`src/rtl/vend_uart_pkg.sv`:
```
// Shared definitions for the vending-machine UART link: ASCII constants,
// parser state encoding and error codes.
package vend_uart_pkg;

  localparam logic [7:0] ASCII_PLUS  = 8'h2B;
  localparam logic [7:0] ASCII_MINUS = 8'h2D;
  localparam logic [7:0] ASCII_CR    = 8'h0D;
  localparam logic [7:0] ASCII_LF    = 8'h0A;
  localparam logic [7:0] ASCII_SPACE = 8'h20;
  localparam logic [7:0] ASCII_0     = 8'h30;
  localparam logic [7:0] ASCII_9     = 8'h39;

  typedef enum logic [2:0] {
    ST_IDLE,
    ST_HUND,
    ST_TENS,
    ST_ONES,
    ST_TERM
  } parse_state_e;

  typedef enum logic [1:0] {
    ERR_NONE     = 2'd0,
    ERR_BADCHAR  = 2'd1,
    ERR_OVERFLOW = 2'd2,
    ERR_TIMEOUT  = 2'd3
  } err_code_e;

endpackage

```
`src/rtl/rx_parse.sv`:
```
// Receive-side command parser: assembles "<sign><d><d><d><CR|LF>" lines into
// signed 3-digit BCD commands on a valid/ready handshake, with error strobes.
module rx_parse
  import vend_uart_pkg::*;
#(
  parameter int unsigned TIMEOUT_CYCLES = 100_000_000
) (
  input  logic        clk,
  input  logic        reset,
  input  logic        rx_dv,
  input  logic [7:0]  rx_byte,
  output logic        cmd_valid,
  input  logic        cmd_ready,
  output logic        cmd_sign,
  output logic [11:0] cmd_bcd,
  output logic        err_pulse,
  output logic [1:0]  err_code,
  output logic        busy
);

  localparam int unsigned      CNT_W    = $clog2(TIMEOUT_CYCLES);
  localparam logic [CNT_W-1:0] CNT_LAST = CNT_W'(TIMEOUT_CYCLES - 1);

  parse_state_e     state_q, state_d;
  logic [CNT_W-1:0] cnt_q, cnt_d;
  logic             sign_w_q, sign_w_d;
  logic [11:0]      bcd_w_q, bcd_w_d;
  logic             cmd_valid_q, cmd_valid_d;
  logic             cmd_sign_q, cmd_sign_d;
  logic [11:0]      cmd_bcd_q, cmd_bcd_d;
  logic             err_pulse_q, err_pulse_d;
  err_code_e        err_code_q, err_code_d;

  logic      is_digit;
  logic      is_term;
  logic      commit;
  err_code_e err;

  assign is_digit = (rx_byte >= ASCII_0) && (rx_byte <= ASCII_9);
  assign is_term  = (rx_byte == ASCII_CR) || (rx_byte == ASCII_LF);

  always_comb begin
    state_d     = state_q;
    cnt_d       = cnt_q;
    sign_w_d    = sign_w_q;
    bcd_w_d     = bcd_w_q;
    cmd_valid_d = cmd_valid_q;
    cmd_sign_d  = cmd_sign_q;
    cmd_bcd_d   = cmd_bcd_q;
    err_pulse_d = 1'b0;
    err_code_d  = err_code_q;
    commit      = 1'b0;
    err         = ERR_NONE;

    if (rx_dv) begin
      unique case (state_q)
        ST_IDLE: begin
          if (rx_byte == ASCII_PLUS || rx_byte == ASCII_MINUS) begin
            sign_w_d = (rx_byte == ASCII_MINUS);
            state_d  = ST_HUND;
          end else if (!(is_term || rx_byte == ASCII_SPACE)) begin
            err = ERR_BADCHAR;
          end
        end
        ST_HUND, ST_TENS, ST_ONES: begin
          if (is_digit) begin
            // Digits 0x30..0x39 map to BCD through their low nibble.
            unique case (state_q)
              ST_HUND: begin bcd_w_d[11:8] = rx_byte[3:0]; state_d = ST_TENS; end
              ST_TENS: begin bcd_w_d[7:4]  = rx_byte[3:0]; state_d = ST_ONES; end
              default: begin bcd_w_d[3:0]  = rx_byte[3:0]; state_d = ST_TERM; end
            endcase
          end else begin
            err     = ERR_BADCHAR;
            state_d = ST_IDLE;
          end
        end
        ST_TERM: begin
          state_d = ST_IDLE;
          if (is_term) commit = 1'b1;
          else         err    = ERR_BADCHAR;
        end
        default: state_d = ST_IDLE;
      endcase
    end else if (state_q != ST_IDLE && cnt_q == CNT_LAST) begin
      err     = ERR_TIMEOUT;
      state_d = ST_IDLE;
    end

    if (rx_dv || state_q == ST_IDLE || err == ERR_TIMEOUT) cnt_d = '0;
    else                                                    cnt_d = cnt_q + CNT_W'(1);

    if (cmd_valid_q && cmd_ready) cmd_valid_d = 1'b0;

    // A slot being accepted this cycle counts as free, so back-to-back commits don't overflow.
    if (commit) begin
      if (!cmd_valid_q || cmd_ready) begin
        cmd_valid_d = 1'b1;
        cmd_sign_d  = sign_w_q;
        cmd_bcd_d   = bcd_w_d;
      end else begin
        err = ERR_OVERFLOW;
      end
    end

    if (err != ERR_NONE) begin
      err_pulse_d = 1'b1;
      err_code_d  = err;
    end
  end

  always_ff @(posedge clk or posedge reset) begin
    if (reset) begin
      state_q     <= ST_IDLE;
      cnt_q       <= '0;
      sign_w_q    <= 1'b0;
      bcd_w_q     <= '0;
      cmd_valid_q <= 1'b0;
      cmd_sign_q  <= 1'b0;
      cmd_bcd_q   <= '0;
      err_pulse_q <= 1'b0;
      err_code_q  <= ERR_NONE;
    end else begin
      state_q     <= state_d;
      cnt_q       <= cnt_d;
      sign_w_q    <= sign_w_d;
      bcd_w_q     <= bcd_w_d;
      cmd_valid_q <= cmd_valid_d;
      cmd_sign_q  <= cmd_sign_d;
      cmd_bcd_q   <= cmd_bcd_d;
      err_pulse_q <= err_pulse_d;
      err_code_q  <= err_code_d;
    end
  end

  assign cmd_valid = cmd_valid_q;
  assign cmd_sign  = cmd_sign_q;
  assign cmd_bcd   = cmd_bcd_q;
  assign err_pulse = err_pulse_q;
  assign err_code  = err_code_q;
  assign busy      = (state_q != ST_IDLE);

endmodule

```
`config.mk`:
```
export PLATFORM = sky130hd
export DESIGN_NAME = rx_parse
export DESIGN_NICKNAME = d
export VERILOG_FILES = /design/src/rtl/vend_uart_pkg.sv /design/src/rtl/rx_parse.sv
export SDC_FILE = /design/constraint.sdc
export NUM_CORES = 1
export LEC_CHECK = 0
export ABC_AREA = 1
export CAP_MARGIN = 15
export CORE_MARGIN = 2
export CORE_UTILIZATION = 45
export DETAILED_ROUTE_END_ITERATION = 12
export GPL_TIMING_DRIVEN = 1
export PLACE_DENSITY = 0.66
export SETUP_SLACK_MARGIN = 0.1
export SYNTH_ARGS = -nofsm -noshare
export SYNTH_HDL_FRONTEND = slang
export SYNTH_SLANG_ARGS = --single-unit
```
`constraint.sdc`:
```
create_clock -name clk -period 2.42 [get_ports clk]
set_clock_uncertainty 0.15 [all_clocks]
set_input_delay 0.484 -clock clk [delete_from_list [all_inputs] [get_ports clk]]
set_output_delay 0.484 -clock clk [all_outputs]
set_load 0.01 [all_outputs]
```
# After elaboration in Yosys (flattened, before gate mapping)
# Cells that the tools add are included.
# totals
reg_bits	60
# op_classes
reduce_logical	19
eq_ne	12
n_mux	29
magnitude_cmp	2
n_addsub	1
# op_table
op	n
$mux 12	3
$add 27x1->27 const B	1
$eq 27x27->1 const B	1
$mux 27	1
$eq 8x6->1 const B	3
$eq 8x4->1 const B	2
$mux 3	4
$mux 4	3
$pmux 3 s2	2
$mux 1	11
$ge 8x6->1 const B	1
$le 8x6->1 const B	1
$mux 2	4
$eq 3x2->1 const B	2
$logic_or 1x1->1	6
$reduce_and 2->1	2
$reduce_bool 2->1	2
$eq 3x1->1 const B	1
$eq 3x3->1 const B	1
$logic_and 1x1->1	3
$logic_not 3->1	1
$ne 3x3->1 const B	1
$pmux 1 s3	1
$reduce_and 3->1	1
other kinds (5)	5

# Depth between registers and ports, before layout
# Gate-level depths: netlist (run 1).
# depth
depth_word	11
ltp_mapped	12
depth_no_buf	12

# Worst setup path before layout (run 1)
# OpenSTA, ideal clock, no wires.
# synth_path
path_kind	input-to-reg
start	input port rx_dv
end	register cmd_bcd_q[6], in the netlist cmd_bcd[6]
path_stages	6
slack_ps	688
n_path_buf	1
arrival_time_ps	1458
required_time_ps	2146
path_cell_list	buf_4 inv_1 nor3_2 nand3b_2 o21ai_0 o21ai_1
# synth_between
elab_chain_cells	2
elab_cells_between_ends	3
classes_between	2 x mux; 1 x reduce/logical
# synth_rtl
item	line	text
start, declared	rx_parse.sv:10	input logic rx_dv,
$mux 1	rx_parse.sv:55	if (rx_dv) begin
$reduce_and 2->1 (no line)	--	
end signal, assigned	rx_parse.sv:130	cmd_bcd_q <= cmd_bcd_d;
end, declared	rx_parse.sv:30	logic [11:0] cmd_bcd_q, cmd_bcd_d;
# Parallel ways exist; a longest one is shown, timed or not.
# A chain may end at the register's enable or synchronous reset.

# Final worst setup path (run 1)
# layout_path
start	register state_q[1]
end	output port busy
# layout_between
elab_chain_cells	1
# layout_rtl
item	line	text
start, declared	rx_parse.sv:24	parse_state_e state_q, state_d;
start signal, assigned	rx_parse.sv:124	state_q <= state_d;
$reduce_bool 3->1	rx_parse.sv:141	assign busy = (state_q != ST_IDLE);
end, declared	rx_parse.sv:18	output logic busy
# No other way between the ends.

==> summary.md, run 1 <==
| Metric | Value |
|---|---|
| Nets | 482 |
| Final hold slack | around 320 ps |
| Unrepaired setup endpoints after global routing | yes |
| Total of max-cap violations | 0 |
| Input/output buffers | 29 |
| Global-route wire length before repair | roughly 13 mm |
| DR iter-0 viols | approximately 150 |
| Synth top area share | 45.2% |
| Max-Slew Margin vs Limit | ~72% |
| Post-route minimum period | about 2200 ps |
| Site row count | 31 |
| Grt ovf | 0 |
| Static Leak | roughly 0.0018 uW |
| Setup ws final | 196 ps |
| Wirelength, routed | a little over 7 mm |
| CTS Sinks | 60 |
| Final cycle utilization of the critical path | around 92% |
| Hold Crit Class | flop to flop |
| Via density | between 4 and 5 |
| Detail Route Antenna Nets | 0 |
| Total GRT Usage | about 20% |
| Hpwl dp | around 5.4 mm |
| Crit-path max FO | 4 |
| CTS tree | yes |
| Warnings from Yosys | 0 |
| Worst-case clock buffer depth | 2 |
| Slew at the pin closest to its max-slew limit | 411 ps |
| Worst VDD drop | ~280 uV |
| # IOs | 30 |
| Post-CTS Setup Inserts | 0 |
| Ranking of synthesized cells by area | dfrtp_1, nand2_1, inv_1, nor2_1, xor2_1 |
| Pwr/cell area | approximately 520 mW/mm^2 |
| Clock slew at reported path FFs | 60 ps |
| Largest area contributor in the netlist | dfrtp_1 |
| #FFs+latches synth | 60 |
| Worst-Skew Late Latency | roughly 340 ps |
| Data arrival time of the worst path | ~1600 ps |
| Worst Setup Start Kind | flop |
| Initial antenna violation count | 0 |
| Vias in the first global route | between 2k and 3k |
| Worst EP required | approximately 1800 ps |
| Hold buffer count at CTS | 0 |
| Slew Viols, Final | 0 |
| First-pass iteration count of the detailed router | 5 |
| Syn Nets | 436 |
| CORE AREA | between 0.007 and 0.008 mm^2 |
| Fin cells | 573 |
| # diodes | 0 |
| GPL Wtd Cong | around 0.9 |
| Status | finished clean |
| Worst setup EP type | output pin |
| Post-Syn Area per Cell | between 7 and 8 um^2 |
| Syn Std Cell Area | ~0.0033 mm^2 |
| Wirelength per Cell | 12.7 um |
| F_max | ~450 MHz |
| Endpoints failing hold | 0 |
| Cell count after synthesis | ~420 |
| Synth-to-layout area growth | 20.6% |
| Largest net degree at the start of global routing | between 60 and 70 |
| CP Class | flop to output pin |
| Synth unique cells | 28 |
| Post-Place Cells | 557 |
| DP Worst Slack | about 14 ps |
| H-Tree Depth | 3 |
| Setup tns final | 0 ps |
| Root Buffer | clkbuf_8 |
| DRC errors left | 0 |
| Width of the die | approximately 90 um |
| Initial cell density of the core | 46.0% |
| Part of the Yosys area used for sequential elements | between 40% and 50% |
| Die area | around 0.0081 mm^2 |
| Final setup viols | 0 |
| Total CTS buffers | 9 |
| Chip height | approximately 90 um |
| Via Count | approximately 2.8k |
| Post-CTS Resized | 1 |
| Fraction of layout cells with a size suffix above 1 | between 15 and 20% |
-- synth_stat cells (all sizes together) --
cell type / n
a21oi: 4
buf: 5
dfrtp: 60
ha: 1
inv: 68
nand2: 110
nand3: 24
nand3b: 1
nand4: 15
nor2: 71
nor3: 16
nor3b: 2
o21ai: 24
xnor2: 6
xor2: 16
-- metrics by stage --
step           total power [uW]  area (um^2)  util (%)
2_1_floorplan              1080         3320         -
6_report                   2090         4010      55.5
4_1_cts                    2110         4010      55.5
3_3_place_gp               1130         3790      52.5
5_1_grt                    2170         4010      55.5
3_5_place_dp               1130         3790      52.5
-- path summary, 6_finish.rpt --
kind / cells after the start / slack [ps] / endpoint / from
setup reg to reg: 8 / 360 / cnt_q[19] / cnt_q[0]
setup / recovery: 5 / 200 / busy / state_q[1]
max in group asynchronous: 3 / 1490 / cmd_sign / reset
hold / removal: 2 / 320 / bcd_w_q[3] / bcd_w_q[3]
hold reg to reg: 2 / 320 / bcd_w_q[3] / bcd_w_q[3]
min in group asynchronous: 3 / 380 / cmd_bcd[5] / reset
-- cells in the final DEF, fill, tap and decap left out, drive strengths merged --
cell type | Yosys | layout
a21oi | 4 | 4
buf | 5 | 11
bufinv | 0 | 1
clkbuf | 0 | 13
clkdlybuf4s50 | 0 | 28
clkinv | 0 | 1
clkinvlp | 0 | 1
dfrtp | 60 | 60
dlygate4sd2 | 0 | 1
ha | 1 | 1
inv | 68 | 68
nand2 | 110 | 110
nand3 | 24 | 24
nand3b | 1 | 1
nand4 | 15 | 15
nor2 | 71 | 71
nor3 | 16 | 16
nor3b | 2 | 2
o21ai | 24 | 24
xnor2 | 6 | 6
xor2 | 16 | 16
-- cell families (layout without fill, tap and decap cells) --
| logic type | Yosys count | in the layout | share of synthesized area, % |
|---|---|---|---|
| flops | 60 | 60 | 45.2 |
| fa+ha+maj | 1 | 1 | 0.377 |
| xor+xnor | 22 | 22 | 5.80 |
| compound gates | 28 | 28 | 5.46 |
| simple gates | 239 | 239 | 33.8 |
| buf+inv | 73 | 124 | 9.38 |
-- final cells by class --
class                           instances  area [um^2]
Multi-Input combinational cell        290         1510
Timing Repair Buffer                   40          397
Fill cell                             700         3210
Clock buffer                           13          179
Inverter                               68          255
Tap cell                               99          124
Clock inverter                          3         42.5
Sequential cell                        60         1500
-- sequential cells by signal, summed over array words and instances, names as in the netlist --
name	flops
err_code	2
cnt_q	27
state_q	3
cmd_sign	1
cmd_valid	1
bcd_w_q	12
cmd_bcd	12
err_pulse	1
sign_w_q	1
-- worst max-delay path: stages, from the launching register on --
cell and delay (ps):
dfrtp_1 420, nor2_2 180, inv_1 80, nor2_2 170, inv_2 100, dlygate4sd2_1 300
-- per-layer routing --
metal	GRT usage [%]	vias up	part of all wire (%)
met5	0	-	0
met4	7.05	0	1.2
met3	3.86	8	4.5
met2	28.2	65	43
met1	29.6	1279	51
li1	-	1404	-
-- power breakdown --
part	internal [uW]	total (uW)	switching [uW]
Combinational	39.9	99.0	59.1
Sequential	1010	1010	2.18
Clock	586	978	391
Total	1630	2090	453
No activity file was read; power rests on OpenSTA's default activity.
==> run 2, diff against run 1 <==
Clock period 2.42 ns to 2.7 ns, I/O delays scaled along.
==> summary.md, run 2 (same netlist as run 1, synthesis figures left out) <==
| Metric | Value |
|---|---|
| Status | finished clean |
| DRC errors left | 0 |
| Slew at the pin closest to its max-slew limit | roughly 520 ps |
| # fillers | about 680 |
| CORE AREA | 0.00721 mm^2 |
| Fin util | between 50 and 60% |
| Grt ovf | 0 |
| Crit-path max FO | 4 |
| Reg2reg path depth | 8 |
| Max-Slew Margin vs Limit | about two thirds |
| Input/output buffers | 29 |
| Hpwl dp | ~5.5 mm |
| First-pass iteration count of the detailed router | 4 |
| CTS tree | yes |
| GPL Wtd Cong | 0.868 |
| Width of the die | roughly 90 um |
| Worst VDD drop | around 300 uV |
| Hold buffer count at CTS | 0 |
| # IOs | 30 |
| Worst-Skew Late Latency | between 300 and 400 ps |
| Via density | between 4 and 5 |
| Worst setup EP type | output pin |
| Fraction of layout cells with a size suffix above 1 | 14.1% |
| Slew Viols, Final | 0 |
| Global-route wire length before repair | about 13 mm |
| Wirelength per Cell | approximately 13 um |
| Vias in the first global route | between 2k and 3k |
| Worst EP required | 2010 ps |
| Endpoints failing hold | 0 |
| Die area | 0.00809 mm^2 |
| Final cycle utilization of the critical path | ~92% |
| Synth-to-layout area growth | 20.2% |
| Initial cell density of the core | 46.0% |
| Post-CTS Resized | 0 |
| F_max | about 400 MHz |
| Largest reg by FF count | cnt_q |
| Via Count | between 2k and 3k |
| CTS Sinks | 60 |
| Chip height | ~90 um |
| Site row count | 31 |
| Worst-case clock buffer depth | 2 |
| Worst Setup Start Kind | flop |
| Setup tns final | 0 ps |
| Design area | roughly 0.0040 mm^2 |
| Hold Path Depth | 2 |
| DR iter-0 viols | 158 |
| Unrepaired setup endpoints after global routing | no |
| Post-DP Area | 0.00374 mm^2 |
| Initial antenna violation count | 0 |
| Total of max-cap violations | 0 |
| Detail Route Antenna Nets | 0 |
| Root Buffer | clkbuf_8 |
| Nets | roughly 480 |
| Max FFs per register | 27 |
| Final setup viols | 0 |
| CP Class | flop to output pin |
| H-Tree Depth | 3 |
| Pwr/cell area | about 500 mW/mm^2 |
| Most common cell after layout, fill and taps aside | nand2_1 |
| Clock slew at reported path FFs | ~70 ps |
| # diodes | 0 |
| Wirelength, routed | 7.44 mm |
| Post-CTS Setup Inserts | 0 |
| Largest net degree at the start of global routing | 31 |
| Hold Crit Class | flop to flop |
| Data arrival time of the worst path | around 1800 ps |
| Total CTS buffers | 9 |
| Static Leak | ~0.0018 uW |
| Total GRT Usage | 20.0% |
| Post-route minimum period | 2490 ps |
| Most frequent cells in the layout | nand2_1, inv_1, dfrtp_1 |
==> run 2: final timing paths <==
path                             from          to  slack, ps
setup / recovery           state_q[1]        busy        210
hold / removal             bcd_w_q[2]  bcd_w_q[2]        320
setup reg to reg             cnt_q[0]   cnt_q[19]        700
hold reg to reg            bcd_w_q[2]  bcd_w_q[2]        320
max in group asynchronous       reset  bcd_w_q[2]       1450
min in group asynchronous       reset  cmd_bcd[4]        380
==> run 2: layer usage <==
metal | GRT usage [%] | share of wire, % | vias up
met5 | 0 | 0 | -
met4 | 7.82 | 1.2 | 0
met3 | 3.27 | 5.3 | 9
met2 | 29.4 | 42 | 68
met1 | 29.7 | 51 | 1274
li1 | - | - | 1398
==> run 2: stage by stage <==
stage	cells	total power (uW)	setup WS (ps)	hold slack, ps
after floorplan	423	966	525	293
after global placement	551	1010	199	302
after detailed placement	551	1010	180	306
after CTS	567	2040	155	325
after global routing	567	2080	122	355
final	567	2020	214	324
==> run 2: area by class of cell <==
type / count / area (um^2) / share of cell area (%)
Multi-Input combinational cell: 290 / 1510 / 37.8
Timing Repair Buffer: 34 / 353 / 8.84
Sequential cell: 60 / 1500 / 37.6
Tap cell: 99 / 124 / 3.10
Inverter: 68 / 255 / 6.39
Clock inverter: 4 / 95.1 / 2.38
Clock buffer: 12 / 155 / 3.89
==> run 2: power breakdown <==
group	total (uW)	internal [uW]	switching, uW
logic	84.4	31.2	53.1
registers	905	904	1.60
clock network	1030	663	363
==> run 2: worst max-delay path, cell delays in order, from the launching register on <==
cell and delay, ps:
dfrtp_1 420, nor2_2 180, inv_1 90, nor2_2 170, inv_2 110, clkdlybuf4s50_1 490
==> variant, RTL diff (flow settings as in run 2) <==
`TIMEOUT_CYCLES`: 100_000_000 -> 50_000_000.
--- a/src/rtl/rx_parse.sv
+++ b/src/rtl/rx_parse.sv
@@ -3,7 +3,7 @@
 module rx_parse
   import vend_uart_pkg::*;
 #(
-  parameter int unsigned TIMEOUT_CYCLES = 100_000_000
+  parameter int unsigned TIMEOUT_CYCLES = 50_000_000
 ) (
   input  logic        clk,
   input  logic        reset,
Function: no difference found for any inputs over 10 cycles, from zero or initial values and one cycle with reset high; that may be too few to reach the edited logic, so the function may still have changed.
==> variant against run 2 <==
  * Sequential cell count shrank 1
  * Hold slack improved by 0.0082 ns
  * Global-route usage fell by 0.65 points
  * Wire length shrank 6.9%
  * Via count up 0.73%
  * Synthesized area down 0.79%
  * Maximum frequency barely moved
  * Setup slack worse by 0.00065 ns
  * Final area is 2.2% lower
  * Cell count grew 3.0%
  * Die area fell by 0.75%
  * Largest cell class is now registers
Power is not compared: it rests on default switching activity, and its combinational part moved more than twofold at a synthesized area within 25%.
==> variant: results (changes against run 2) <==
[run_status]
status=complete, no violations  ; unchanged

[synthesis]
synthTopCellsByCount=nand2_1 (129), inv_1 (74), dfrtp_1 (59)  ; was nand2_1 (104), inv_1 (66), dfrtp_1 (60)
synth_area_leaders=dfrtp_1 (45%), nand2_1 (15%), inv_1 (8.4%)  ; was dfrtp_1 (45%), nand2_1 (12%), inv_1 (7.5%)
synth_cells=443  ; was 423
seq_area_frac_synth_pct=44.80  ; was 45.20%

[place]
placed_area_um2=3681  ; was 3742 um2
placedCellCount=566  ; was 551
place.gp.congestion=0.8790  ; was 0.8684
preCtsSetupSlack_ns=0.1701  ; was 0.1802 ns
place_hpwl_mm=5.060  ; was 5.525 mm

[global_route]
grt_first_pass_wirelength_mm=11.89  ; was 13.13 mm
grt_pass1_vias=2578  ; was 2752
grtUsageTotal_pct=19.34  ; was 19.99%

[final_layout]
filler_cell_count=706  ; was 682
multi_input_area_share_pct=37.68  ; was 37.79%
nets=493  ; was 476
multi_input_area_um2=1471  ; was 1509 um2
largest_reg_flops=26  ; was 27
drive_gt1_share_pct=11.34  ; was 14.10%
layout.area.seq_um2=1476  ; was 1501 um2
area_share_clock_buf_inv_pct=5.223  ; was 6.268%
signal_buffers=33  ; was 34
n_all_inverters=79  ; was 68

[detailed_routing]
first_iter_violations=139  ; was 158
via_per_inst=4.741  ; was 4.848
post_drt_wl_per_cell_um=11.85  ; was 13.11 um
route.final.wire_length_mm=6.923  ; was 7.436 mm

[worst_setup_path]
rrSetupSlack_ns=0.72  ; was 0.70 ns
cp_max_fo=5  ; was 4

[sta]
hold_ws_ns=0.3318  ; was 0.3235 ns

[worst_hold_path]
hold_end=err_code[1]  ; was bcd_w_q[2]
holdCritStartpoint=err_code[1]  ; was bcd_w_q[2]

[floorplanning]
coreArea_um2=7176  ; was 7214 um2

==> variant: power by group through the flow <==
stage / Clock, mW / Combinational (mW) / Sequential [mW]
2_1_floorplan: 0 / 0.286 / 0.989
3_5_place_dp: 0 / 0.388 / 0.994
4_1_cts: 0.862 / 0.392 / 0.981
6_report: 0.841 / 0.412 / 0.980
3_3_place_gp: 0 / 0.381 / 0.992
5_1_grt: 0.905 / 0.463 / 0.988
==> variant: worst max path at each step <==
stage / slack, ns / cells past startpoint / endpoint / startpoint
detailed placement: 0.17 / 9 / cmd_bcd[3] / rx_byte[1]
floorplan: 0.55 / 1 / bcd_w_q[0] / reset
global route: 0.12 / 5 / busy / state_q[1]
CTS: 0.15 / 5 / busy / state_q[1]
global placement: 0.21 / 9 / cmd_bcd[0] / rx_byte[1]
finish: 0.21 / 5 / busy / state_q[1]
==> variant: routing by layer <==
| metal | wire length [um] | vias up | global-route usage (%) |
|---|---|---|---|
| met5 | 0 | - | 0 |
| met1 | 3461 | 1267 | 27.55 |
| met2 | 3077 | 54 | 28.34 |
| met4 | 120 | 0 | 7.870 |
| li1 | - | 1439 | - |
| met3 | 264 | 9 | 4.662 |
==> variant: cells by family (layout without fill, tap and decap cells) <==
logic type               count (synthesis)  after routing  synth area share, %
AO/OA/AOI/OAI                           21             21                3.417
XOR/XNOR                                10             10                2.658
adder cells (fa/ha/maj)                  1              1               0.3796
buffers and inverters                   86            128                10.71
flip-flops                              59             59                44.80
AND/OR/NAND/NOR                        266            266                38.04
==> variant: what timing repair did <==
item / in CTS / in global routing
pin swaps: 0 / 1
resized for setup: 1 / 0
setup buffers: 0 / 2
setup endpoints to repair: 1 / 1
